### src/rtl/sw_input_sequencer_if.sv
// CPU-facing operand bus of sw_input_sequencer: master drives the operand, slave (cpu) returns the ack.
// Handshake: in_valid rises together with a new inport word and holds until a clock edge samples
// cpu_ack=1; inport is stable while in_valid=1; cpu_ack sampled while in_valid=0 has no effect.
interface sw_input_sequencer_if #(
  parameter int DW      = 8,
  parameter int NUM_OPS = 2
);
  localparam int IW = (NUM_OPS > 1) ? $clog2(NUM_OPS) : 1;

  logic [DW-1:0] inport;
  logic          in_valid;
  logic [IW-1:0] op_idx;
  logic          txn_done;
  logic          err;
  logic          cpu_ack;

  modport master (output inport, in_valid, op_idx, txn_done, err, input cpu_ack);
  modport slave  (input inport, in_valid, op_idx, txn_done, err, output cpu_ack);
endinterface

### src/rtl/sw_input_sequencer.sv
// Synchronises and debounces the SW8 go switch, latches SW[DW-1:0] once per go press and offers it to the cpu.
// Optional feature macro SW_SEQ_TIMEOUT_EN: abandon an unacked operand after TIMEOUT cycles and set sticky err.
module sw_input_sequencer #(
  parameter int DW         = 8,
  parameter int DEB_CYCLES = 4,
  parameter int NUM_OPS    = 2,
  parameter int TIMEOUT    = 64
) (
  input  logic                   clk,
  input  logic                   reset_n,
  input  logic                   sw_go,
  input  logic [DW-1:0]          sw_data,
  sw_input_sequencer_if.master   bus,
  output logic [1:0]             dbg_state
);
  localparam int IW  = (NUM_OPS > 1) ? $clog2(NUM_OPS) : 1;
  localparam int DCW = $clog2(DEB_CYCLES + 1);

  typedef enum logic [1:0] {IDLE, CAPTURE, WAIT_ACK, WAIT_REL} state_t;

  state_t         state;
  logic           go_m, go_s, go_db;
  logic [DCW-1:0] deb_cnt;
  logic [DW-1:0]  inport_q;
  logic           in_valid_q;
  logic [IW-1:0]  op_idx_q;
  logic           txn_done_q;
  logic           err_q;

  // go_db only follows go_s after DEB_CYCLES consecutive disagreeing samples
  always_ff @(posedge clk or negedge reset_n) begin
    if (!reset_n) begin
      go_m    <= 1'b0;
      go_s    <= 1'b0;
      go_db   <= 1'b0;
      deb_cnt <= '0;
    end else begin
      go_m <= sw_go;
      go_s <= go_m;
      if (go_s == go_db) begin
        deb_cnt <= '0;
      end else if (deb_cnt == DCW'(DEB_CYCLES - 1)) begin
        go_db   <= go_s;
        deb_cnt <= '0;
      end else begin
        deb_cnt <= deb_cnt + DCW'(1);
      end
    end
  end

`ifdef SW_SEQ_TIMEOUT_EN
  localparam int TCW = (TIMEOUT > 1) ? $clog2(TIMEOUT) : 1;
  logic [TCW-1:0] tmo_cnt;
`else
  logic unused_timeout;
  assign unused_timeout = (TIMEOUT > 0);
  assign err_q          = 1'b0;
`endif

  always_ff @(posedge clk or negedge reset_n) begin
    if (!reset_n) begin
      state      <= IDLE;
      inport_q   <= '0;
      in_valid_q <= 1'b0;
      op_idx_q   <= '0;
      txn_done_q <= 1'b0;
`ifdef SW_SEQ_TIMEOUT_EN
      err_q      <= 1'b0;
      tmo_cnt    <= '0;
`endif
    end else begin
      txn_done_q <= 1'b0;
      case (state)
        IDLE: if (go_db) state <= CAPTURE;
        CAPTURE: begin
          inport_q   <= sw_data;
          in_valid_q <= 1'b1;
          state      <= WAIT_ACK;
`ifdef SW_SEQ_TIMEOUT_EN
          tmo_cnt    <= '0;
`endif
        end
        WAIT_ACK: begin
          // an ack arriving together with a go edge wins; WAIT_REL looks at go_db afterwards
          if (bus.cpu_ack) begin
            in_valid_q <= 1'b0;
            state      <= WAIT_REL;
            if (op_idx_q == IW'(NUM_OPS - 1)) begin
              op_idx_q   <= '0;
              txn_done_q <= 1'b1;
            end else begin
              op_idx_q <= op_idx_q + IW'(1);
            end
          end
`ifdef SW_SEQ_TIMEOUT_EN
          else if (tmo_cnt == TCW'(TIMEOUT - 1)) begin
            in_valid_q <= 1'b0;
            err_q      <= 1'b1;
            op_idx_q   <= '0;
            state      <= WAIT_REL;
          end else begin
            tmo_cnt <= tmo_cnt + TCW'(1);
          end
`endif
        end
        WAIT_REL: if (!go_db) state <= IDLE;
        default:  state <= IDLE;
      endcase
    end
  end

  assign bus.inport   = inport_q;
  assign bus.in_valid = in_valid_q;
  assign bus.op_idx   = op_idx_q;
  assign bus.txn_done = txn_done_q;
  assign bus.err      = err_q;
  assign dbg_state    = state;
endmodule
### src/flat_wrapper.sv
// flat-port wrapper written by rule: the top's interface ports become plain ports
module sw_input_sequencer_flat 
#(
  parameter int DW         = 8,
  parameter int DEB_CYCLES = 4,
  parameter int NUM_OPS    = 2,
  parameter int TIMEOUT    = 64
)
  (clk, reset_n, sw_go, sw_data, dbg_state, bus_inport, bus_in_valid, bus_op_idx, bus_txn_done, bus_err, bus_cpu_ack);
  sw_input_sequencer_if #(.DW(DW), .NUM_OPS(NUM_OPS)) bus_i ();
  input  logic clk;
  input  logic reset_n;
  input  logic sw_go;
  input  logic [DW-1:0] sw_data;
  output logic [1:0] dbg_state;
  output wire logic [$bits(bus_i.inport)-1:0] bus_inport;
  output wire logic [$bits(bus_i.in_valid)-1:0] bus_in_valid;
  output wire logic [$bits(bus_i.op_idx)-1:0] bus_op_idx;
  output wire logic [$bits(bus_i.txn_done)-1:0] bus_txn_done;
  output wire logic [$bits(bus_i.err)-1:0] bus_err;
  input wire logic [$bits(bus_i.cpu_ack)-1:0] bus_cpu_ack;
  assign bus_inport = bus_i.inport;
  assign bus_in_valid = bus_i.in_valid;
  assign bus_op_idx = bus_i.op_idx;
  assign bus_txn_done = bus_i.txn_done;
  assign bus_err = bus_i.err;
  assign bus_i.cpu_ack = bus_cpu_ack;
  sw_input_sequencer #(.DW(DW), .DEB_CYCLES(DEB_CYCLES), .NUM_OPS(NUM_OPS), .TIMEOUT(TIMEOUT)) u_core (.clk(clk), .reset_n(reset_n), .sw_go(sw_go), .sw_data(sw_data), .bus(bus_i), .dbg_state(dbg_state));
endmodule
### config.mk
export PLATFORM = sky130hd
export DESIGN_NAME = sw_input_sequencer_flat
export DESIGN_NICKNAME = d
export VERILOG_FILES = /design/src/rtl/sw_input_sequencer_if.sv /design/src/rtl/sw_input_sequencer.sv /design/src/flat_wrapper.sv
export SDC_FILE = /design/constraint.sdc
export NUM_CORES = 1
export LEC_CHECK = 0
export BUFFER_PORTS_ARGS = -buffer_cell sky130_fd_sc_hd__buf_4
export CORE_MARGIN = 2
export CORE_UTILIZATION = 47
export DETAILED_ROUTE_END_ITERATION = 10
export PLACE_DENSITY_LB_ADDON = 0.08
export SYNTH_ARGS = -nofsm -noshare
export SYNTH_HDL_FRONTEND = slang
export SYNTH_SLANG_ARGS = --single-unit
export TNS_END_PERCENT = 100
### constraint.sdc
create_clock -name clk -period 1.75 [get_ports clk]
set_clock_uncertainty 0.05 [all_clocks]
set_input_delay 0.35 -clock clk [delete_from_list [all_inputs] [get_ports clk]]
set_output_delay 0.35 -clock clk [all_outputs]
set_load 0.02 [all_outputs]
==> impl_metrics.ini, run 1 <==
[timing]
drv_slew = 0
hold_viol = 0
layout_setup_ws_ps = 133.8
setup_tns_ps = 0
fmax_ghz = 0.6187
fin_crit_sh = 0.9236
min_period_ps = 1616
whs_ps = 123.0
setup_viol = 0
rsz0062_at_grt = no

[finish]
drive_gt1_frac = 0.4815
antennaDiodeCount = 0
final_common_cell = buf_4
mostFrequentLayoutCells = buf_4 (24), dfrtp_1 (19), mux2_2 (9)
area_growth_pct = 27.97
fin_cells = 97
final_util = 0.6573
fin_area_um2 = 1025
fin_nets = 100

[routing]
dr.pass1.iters = 1
routed_wl_um = 1339
via_per_inst = 4.928
drt_iter0_markers = 0
wl_per_cell_um = 13.80
drtAntennaViolNets = 0
drcViolationCount = 0
vias = 478

[flow_run]
drv_cap = 0

[power_and_ir_drop]
ir_worst_vdd_mv = 1.191
p_per_area_nw_per_um2 = 1888
power_mw = 1.935
leakage_nw = 0.5106

[worst_setup_path]
crit_slowest_cell = dfrtp_1
setup.worst_path.end_class = flip-flop
critPathMaxStageDelay_ps = 440
crit_path_start_kind = flip-flop
reg2reg_depth = 5
cp.required_ps = 1880
ff2ff_setup_slack_ps = 130
crit_path_max_fanout = 5
arrival_ps = 1740
criticalPathCategory = reg2reg
critPathMostFrequentCell = mux2_4
rr_endpoint = u_core.dbg_state[1]$_DFFE_PN0P_
crit_chain = inv_1, ha_1, mux2_4, a21oi_4, mux2_4
r2r-start = u_core.dbg_state[1]$_DFFE_PN0P_

[clocking]
cts-root-buf = clkbuf_4
clock_latency_ps = 280
clockBufferDepth = 2
post-cts-setup-buffers = 0
cts-buffers-inserted = 3
path_clk_slew_ps = 100
cts_hold_buffers = 1
cts_sinks = 19
post_cts_resized = 0
htreeDepth = 1
cts_tree = yes

[synth]
syn-cell-area_um2 = 800.8
ys_warn_count = 0
seq_area_frac_synth = 0.5938
syn_inst = 54
postSynthAreaPerCell_um2 = 14.83
synth_top_area_cell = dfrtp_1
ys_top_cells_by_area = dfrtp_1 (59%), mux2_2 (13%), ha_1 (9.4%)
synth_top_area_frac = 0.5938
ys_ff_latch = 19
synthesis.nets = 72
ys_types = 18

[die]
dieArea_um2 = 2050
rows = 14
core_um2 = 1559
start_util = 0.5136
die_w_um = 45.28
die-height_um = 45.28
io_pins = 26

[global_routing]
antenna_found_initial = 0
grt_start_max_net_pins = 20
grt_pass1_vias = 521
grt_usage = 0.1547
grt.overflow.total = 0
grt_pass1_wl_um = 2208

[status]
outcome = complete, no violations

[placement]
gp_congestion = 0.6170
place_area_um2 = 988.4
io_buffer_count = 24
dp.cells = 92
dp_slack_ps = 141.1
hpwl_um = 1018

[hold_path]
hp-class = in2reg
worstHoldStart = sw_go
holdPathEnd = u_core.go_m$_DFF_PN0_
holdPathStages = 1
[how the worst max path moves through the flow]
stage,from,to,slack [ps]
5_1_grt,u_core.dbg_state[1]$_DFFE_PN0P_,u_core.dbg_state[1]$_DFFE_PN0P_,50
3_5_place_dp,u_core.dbg_state[0]$_DFFE_PN0P_,u_core.dbg_state[1]$_DFFE_PN0P_,140
6_report,u_core.dbg_state[1]$_DFFE_PN0P_,u_core.dbg_state[1]$_DFFE_PN0P_,130
2_1_floorplan,u_core.dbg_state[0]$_DFFE_PN0P_,u_core.dbg_state[1]$_DFFE_PN0P_,70
4_1_cts,u_core.dbg_state[0]$_DFFE_PN0P_,u_core.dbg_state[1]$_DFFE_PN0P_,130
3_3_place_gp,u_core.dbg_state[0]$_DFFE_PN0P_,u_core.dbg_state[1]$_DFFE_PN0P_,200
[flip-flops by register name, summed over array words and instances (netlist names)]
name                 flops
u_core.bus.inport        8
u_core.deb_cnt           3
u_core.dbg_state         2
u_core.bus.in_valid      1
u_core.bus.op_idx        1
u_core.bus.txn_done      1
u_core.go_db             1
u_core.go_m              1
u_core.go_s              1
[cell type report]
cell class / count / area (um^2)
Multi-Input combinational cell: 30 / 301.5
Tap cell: 16 / 20.02
Inverter: 3 / 11.26
Sequential cell: 19 / 475.5
Fill cell: 121 / 534.3
Timing Repair Buffer: 25 / 190.2
Clock buffer: 4 / 26.28
[synthesized netlist by cell type]
| library cell | count |
|---|---|
| nor3b_1 | 1 |
| o32a_1 | 1 |
| mux2_4 | 2 |
| inv_1 | 3 |
| buf_2 | 1 |
| nor3_1 | 1 |
| xnor2_1 | 2 |
| buf_4 | 1 |
| nor2b_1 | 2 |
| o2bb2ai_1 | 1 |
| conb_1 | 1 |
| and3_1 | 1 |
| a21oi_4 | 1 |
| dfrtp_1 | 19 |
| mux2_2 | 9 |
| nor2_1 | 1 |
| ha_1 | 6 |
| nand2_1 | 1 |
[power breakdown]
| part | leakage [nW] | switching [mW] | internal (mW) | total [mW] |
|---|---|---|---|---|
| Sequential | 0.228 | 0.122 | 0.621 | 0.743 |
| Combinational | 0.268 | 0.469 | 0.513 | 0.982 |
| Clock | 0.0150 | 0.122 | 0.0883 | 0.210 |
| Total | 0.511 | 0.713 | 1.22 | 1.94 |
[worst max-delay path, delay by kind of cell, from the launching register on]
family,cells,cell delay (ps)
compound gates,1,130
buf+inv,1,110
flops,1,440
fa+ha+maj,1,190
mux,2,600
[routing by layer]
| metal | vias up | part of all wire | global-route usage |
|---|---|---|---|
| li1 | 231 | - | - |
| met1 | 227 | 0.43 | 0.1816 |
| met2 | 18 | 0.50 | 0.2686 |
| met3 | 2 | 0.062 | 0.04400 |
| met4 | 0 | 0.0037 | 0.05294 |
| met5 | - | 0 | 0 |
[cells by family after synthesis]
kind of cell               after synthesis  share of synthesized area
DFF                                     19                     0.5938
muxes                                   11                     0.1641
other                                    1                   0.004683
and+or+nand+nor                          7                    0.04843
xor gates and xnor gates                 2                    0.02188
buffers and inverters                    5                    0.02968
adders and majority gates                6                    0.09375
AOI/OAI and AO/OA                        3                    0.04376
(Power assumes the default switching activity.)
==> run 2: changes to the inputs <==
--- a/config.mk
+++ b/config.mk
@@ -6,8 +6,10 @@
 export NUM_CORES = 1
 export LEC_CHECK = 0
 export BUFFER_PORTS_ARGS = -buffer_cell sky130_fd_sc_hd__buf_4
+export CELL_PAD_IN_SITES_DETAIL_PLACEMENT = 1
+export CELL_PAD_IN_SITES_GLOBAL_PLACEMENT = 2
 export CORE_MARGIN = 2
-export CORE_UTILIZATION = 47
+export CORE_UTILIZATION = 32
 export DETAILED_ROUTE_END_ITERATION = 10
 export PLACE_DENSITY_LB_ADDON = 0.08
 export SYNTH_ARGS = -nofsm -noshare
==> run 2 against run 1 <==
Register-to-register slack got worse by 20 ps; utilization fell by 23 points; wire length rose by 7.8%; sequential power barely moved; clock-buffer cell count did not move; non-clock buffer count rose by 1; power rose by 1.0%; sequential share of layout area fell by 1.1 points.
==> impl_metrics.ini, run 2 (synthesized netlist as in run 1, its figures left out) <==
[status]
outcome = complete, no violations

[timing]
rsz0062_at_grt = no
setup_tns_ps = 0
fin_crit_sh = 0.9334
setup_viol = 0
drv_slew = 0
min_period_ps = 1633
fmax_ghz = 0.6122
hold_viol = 0

[global_routing]
grt_usage = 0.1140
antenna_found_initial = 0
grt_start_max_net_pins = 20
grt_pass1_vias = 501
grt_pass1_wl_um = 2297
grt.overflow.total = 0

[clocking]
clockBufferDepth = 2
clock_latency_ps = 290
cts-root-buf = clkbuf_4
cts_tree = yes
htreeDepth = 1
cts_sinks = 19
path_clk_slew_ps = 110
cts-buffers-inserted = 3
post-cts-setup-buffers = 0

[worst_setup_path]
criticalPathCategory = reg2reg
reg2reg_depth = 5
r2r-start = u_core.dbg_state[0]$_DFFE_PN0P_
ff2ff_setup_slack_ps = 120
crit_path_max_fanout = 5
arrival_ps = 1760
crit_path_start_kind = flip-flop
cp.required_ps = 1880
rr_endpoint = u_core.dbg_state[1]$_DFFE_PN0P_
setup.worst_path.end_class = flip-flop

[die]
io_pins = 26
dieArea_um2 = 2919
die_w_um = 54.03
start_util = 0.3292
rows = 18
die-height_um = 54.03
core_um2 = 2432

[finish]
antennaDiodeCount = 0
fin_nets = 101
drive_gt1_frac = 0.4878
seqCellArea_um2 = 475.5
largest_reg_flops = 8
multi_input_area_um2 = 301.5
area_growth_pct = 31.09
mostFrequentLayoutCells = buf_4 (25), dfrtp_1 (19), mux2_2 (9)
final_common_cell = buf_4
nFillCells = 265

[routing]
drtAntennaViolNets = 0
drcViolationCount = 0
vias = 493
routed_wl_um = 1444
dr.pass1.iters = 1
via_per_inst = 4.402
wl_per_cell_um = 12.89
drt_iter0_markers = 0

[flow_run]
drv_cap = 0

[power_and_ir_drop]
leakage_nw = 0.5157
ir_worst_vdd_mv = 0.8566
power_mw = 1.954
p_per_area_nw_per_um2 = 1862

[placement]
io_buffer_count = 24
hpwl_um = 1104
gp_congestion = 0.6887

[hold_path]
worstHoldStart = sw_go
hp-class = in2reg
holdPathEnd = u_core.go_m$_DFF_PN0_
holdPathStages = 1
-- run 2: cell types whose count changed in the layout (fill, tap and decap cells not counted), sizes merged --
cell / change
buf: +1
-- run 2: critical path, cell delays in order, from the launching register on --
cell     delay (ps)
dfrtp_1         440
inv_1           110
ha_1            210
mux2_4          290
a21oi_4         130
mux2_4          300
-- run 2: final cells by class --
| cell class | instances | area share |
|---|---|---|
| clock buffers | 4 | 0.02503 |
| repair buffers | 26 | 0.1883 |
| flip-flops and latches | 19 | 0.4529 |
| well taps | 30 | 0.03576 |
| multi-input cells | 30 | 0.2872 |
| inverters | 3 | 0.01073 |
-- run 2: power by group --
| part | switching (mW) | total [mW] | internal (mW) |
|---|---|---|---|
| combinational | 0.474 | 0.994 | 0.520 |
| sequential | 0.124 | 0.746 | 0.621 |
| clock | 0.127 | 0.215 | 0.0884 |
| total | 0.725 | 1.95 | 1.23 |
-- run 2: per-layer routing --
metal / GRT usage / up-vias / wire length, um
met1: 0.1489 / 242 / 686
met3: 0.03611 / 0 / 112
li1: - / 234 / -
met5: 0 / - / 0
met4: 0.03750 / 0 / 0
met2: 0.1789 / 17 / 645
-- run 2: through the flow --
stage	utilization	area [um^2]	hold WS (ps)	cells	worst slack [ps]
floorplan	-	800.8	4.409	54	73.90
global placement	0.4167	1013	196.0	107	184.0
detailed placement	0.4167	1013	191.3	107	130.3
CTS	0.4316	1050	106.4	112	103.7
global route	0.4316	1050	92.76	112	53.05
finish	0.4316	1050	118.0	112	116.6
-- run 2: timing repair --
action | CTS | global route
setup endpoints to repair | 0 | 0
gates resized for setup | 0 | 0
hold buffers | 1 | 0
hold endpoints to repair | 19 | 0
-- run 2: how the worst max path moves through the flow --
| stage | startpoint | to | slack [ps] | depth (start not counted) |
|---|---|---|---|---|
| 2_1_floorplan | u_core.dbg_state[0]$_DFFE_PN0P_ | u_core.dbg_state[1]$_DFFE_PN0P_ | 70 | 5 |
| 3_3_place_gp | u_core.dbg_state[0]$_DFFE_PN0P_ | u_core.dbg_state[1]$_DFFE_PN0P_ | 180 | 5 |
| 3_5_place_dp | u_core.dbg_state[0]$_DFFE_PN0P_ | u_core.dbg_state[1]$_DFFE_PN0P_ | 130 | 5 |
| 4_1_cts | u_core.dbg_state[0]$_DFFE_PN0P_ | u_core.dbg_state[1]$_DFFE_PN0P_ | 100 | 5 |
| 5_1_grt | u_core.dbg_state[0]$_DFFE_PN0P_ | u_core.dbg_state[1]$_DFFE_PN0P_ | 50 | 5 |
| 6_report | u_core.dbg_state[0]$_DFFE_PN0P_ | u_core.dbg_state[1]$_DFFE_PN0P_ | 120 | 5 |
==> run 3: changes to the inputs <==
--- a/config.mk
+++ b/config.mk
@@ -8,10 +8,10 @@
 export BUFFER_PORTS_ARGS = -buffer_cell sky130_fd_sc_hd__buf_4
 export CELL_PAD_IN_SITES_DETAIL_PLACEMENT = 1
 export CELL_PAD_IN_SITES_GLOBAL_PLACEMENT = 2
-export CORE_MARGIN = 2
 export CORE_UTILIZATION = 32
 export DETAILED_ROUTE_END_ITERATION = 10
 export PLACE_DENSITY_LB_ADDON = 0.08
+export RECOVER_POWER = 100
 export SYNTH_ARGS = -nofsm -noshare
 export SYNTH_HDL_FRONTEND = slang
 export SYNTH_SLANG_ARGS = --single-unit
==> run 3 against run 2 <==
Flip-flop and latch count unchanged; critical path type unchanged; cell count decreased by 1.8%; sequential share of layout area increased by 2.9 points.
==> impl_metrics.ini, run 3 (synthesized netlist as in run 1, its figures left out) <==
[status]
outcome = complete, no violations

[hold_path]
hp-class = in2reg
holdPathStages = 1

[power_and_ir_drop]
p_int_mw = 1.100
pwr-share-seq = 0.409
pwr-share-clk = 0.118
ir_worst_vdd_mv = 0.8428
power_mw = 1.798
power_switching_mw = 0.6984
leakage_nw = 0.4628
switching_share = 0.3884
p_comb_frac = 0.473
p_per_area_nw_per_um2 = 1821

[placement]
hpwl_um = 1066
io_buffer_count = 24
place_area_um2 = 1011
gp_congestion = 0.6401

[die]
rows = 17
start_util = 0.3518
die-height_um = 52.03
dieArea_um2 = 2707
core_um2 = 2276
io_pins = 26
die_w_um = 52.03

[clocking]
clockBufferDepth = 2
cts-buffers-inserted = 3
cts_sinks = 19
path_clk_slew_ps = 100
htreeDepth = 1
cts_tree = yes
cts-root-buf = clkbuf_4
clock_latency_ps = 280

[worst_setup_path]
criticalPathCategory = reg2reg
arrival_ps = 1740
crit_path_start_kind = flip-flop
crit_path_max_fanout = 5
reg2reg_depth = 5
setup.worst_path.end_class = flip-flop
cp.required_ps = 1880

[finish]
final_common_cell = dfrtp_1
fin_area_um2 = 987.2
drive_gt1_frac = 0.3171
antennaDiodeCount = 0
fin_nets = 101
mostFrequentLayoutCells = dfrtp_1 (19), clkbuf_1 (15), buf_4 (10)
largest_reg_flops = 8
area_growth_pct = 23.28

[global_routing]
grt_start_max_net_pins = 20
antenna_found_initial = 0
grt_usage = 0.1179
grt_pass1_wl_um = 2283
grt_pass1_vias = 524
grt.overflow.total = 0

[timing]
fmax_ghz = 0.6214
max_slew_margin = 0.3252
fin_crit_sh = 0.9196
setup_viol = 0
drv_slew = 0
worst_pin_slew_ps = 1012
min_period_ps = 1609
hold_viol = 0
rsz0062_at_grt = no
setup_tns_ps = 0

[routing]
routed_wl_um = 1386
vias = 486
drtAntennaViolNets = 0
drcViolationCount = 0
via_per_inst = 4.418
dr.pass1.iters = 3
wl_per_cell_um = 12.60
drt_iter0_markers = 2

[flow_run]
drv_cap = 0
==> run 3: area by class of cell <==
| cell class | instances | area [um^2] |
|---|---|---|
| flip-flops and latches | 19 | 475.5 |
| inverters | 3 | 11.26 |
| clock buffers | 4 | 26.28 |
| repair buffers | 26 | 145.1 |
| fillers | 244 | 1289 |
| multi-input cells | 30 | 294.0 |
| well taps | 28 | 35.03 |
==> run 3: per-stage QoR <==
| stage | hold slack (ps) | std cells | utilization | worst slack, ps |
|---|---|---|---|---|
| 5_1_grt | 103.9 | 110 | 0.4338 | 56.89 |
| 3_5_place_dp | 188.8 | 105 | 0.4442 | 153.1 |
| 6_report | 134.9 | 110 | 0.4338 | 140.8 |
| 2_1_floorplan | 4.409 | 54 | - | 73.90 |
| 4_1_cts | 97.36 | 110 | 0.4601 | 133.9 |
| 3_3_place_gp | 191.3 | 105 | 0.4442 | 180.5 |
==> run 3: routing by layer <==
metal	vias up	track usage	share of wire	wire length, um
met3	0	0.03216	0.094	130
li1	237	-	-	-
met4	0	0.05405	0	0
met1	232	0.1583	0.47	657
met2	17	0.1752	0.43	598
met5	-	0	0	0
==> run 3: timing repair <==
item	4_1_cts	5_1_grt
setup buffers	0	0
resized for setup	0	0
endpoints found under the hold margin	19	0
hold buffers	1	0
==> run 3: worst paths after layout <==
| kind | from | end | slack (ps) |
|---|---|---|---|
| worst max-delay path | u_core.dbg_state[0]$_DFFE_PN0P_ | u_core.dbg_state[1]$_DFFE_PN0P_ | 140 |
| worst min-delay path | sw_go | u_core.go_m$_DFF_PN0_ | 130 |
| worst max register to register | u_core.dbg_state[0]$_DFFE_PN0P_ | u_core.dbg_state[1]$_DFFE_PN0P_ | 140 |
| worst min register to register | u_core.go_m$_DFF_PN0_ | u_core.go_s$_DFF_PN0_ | 320 |
| max in group asynchronous | reset_n | u_core.dbg_state[0]$_DFFE_PN0P_ | 350 |
| min in group asynchronous | reset_n | u_core.bus.txn_done$_DFF_PN0_ | 700 |
==> run 3: power by group through the flow <==
stage / clock (mW) / combinational [mW] / sequential, mW
after global placement: 0 / 0.992 / 0.747
after detailed placement: 0 / 1.01 / 0.753
final: 0.212 / 0.851 / 0.735
after global routing: 0.254 / 0.927 / 0.763
after floorplan: 0 / 0.472 / 0.917
after CTS: 0.230 / 1.01 / 0.745
==> run 3: worst max-delay path: stages, from the launching register on <==
cell     delay [ps]
dfrtp_1         420
inv_1           100
ha_1            200
mux2_4          280
a21oi_2         150
mux2_4          310
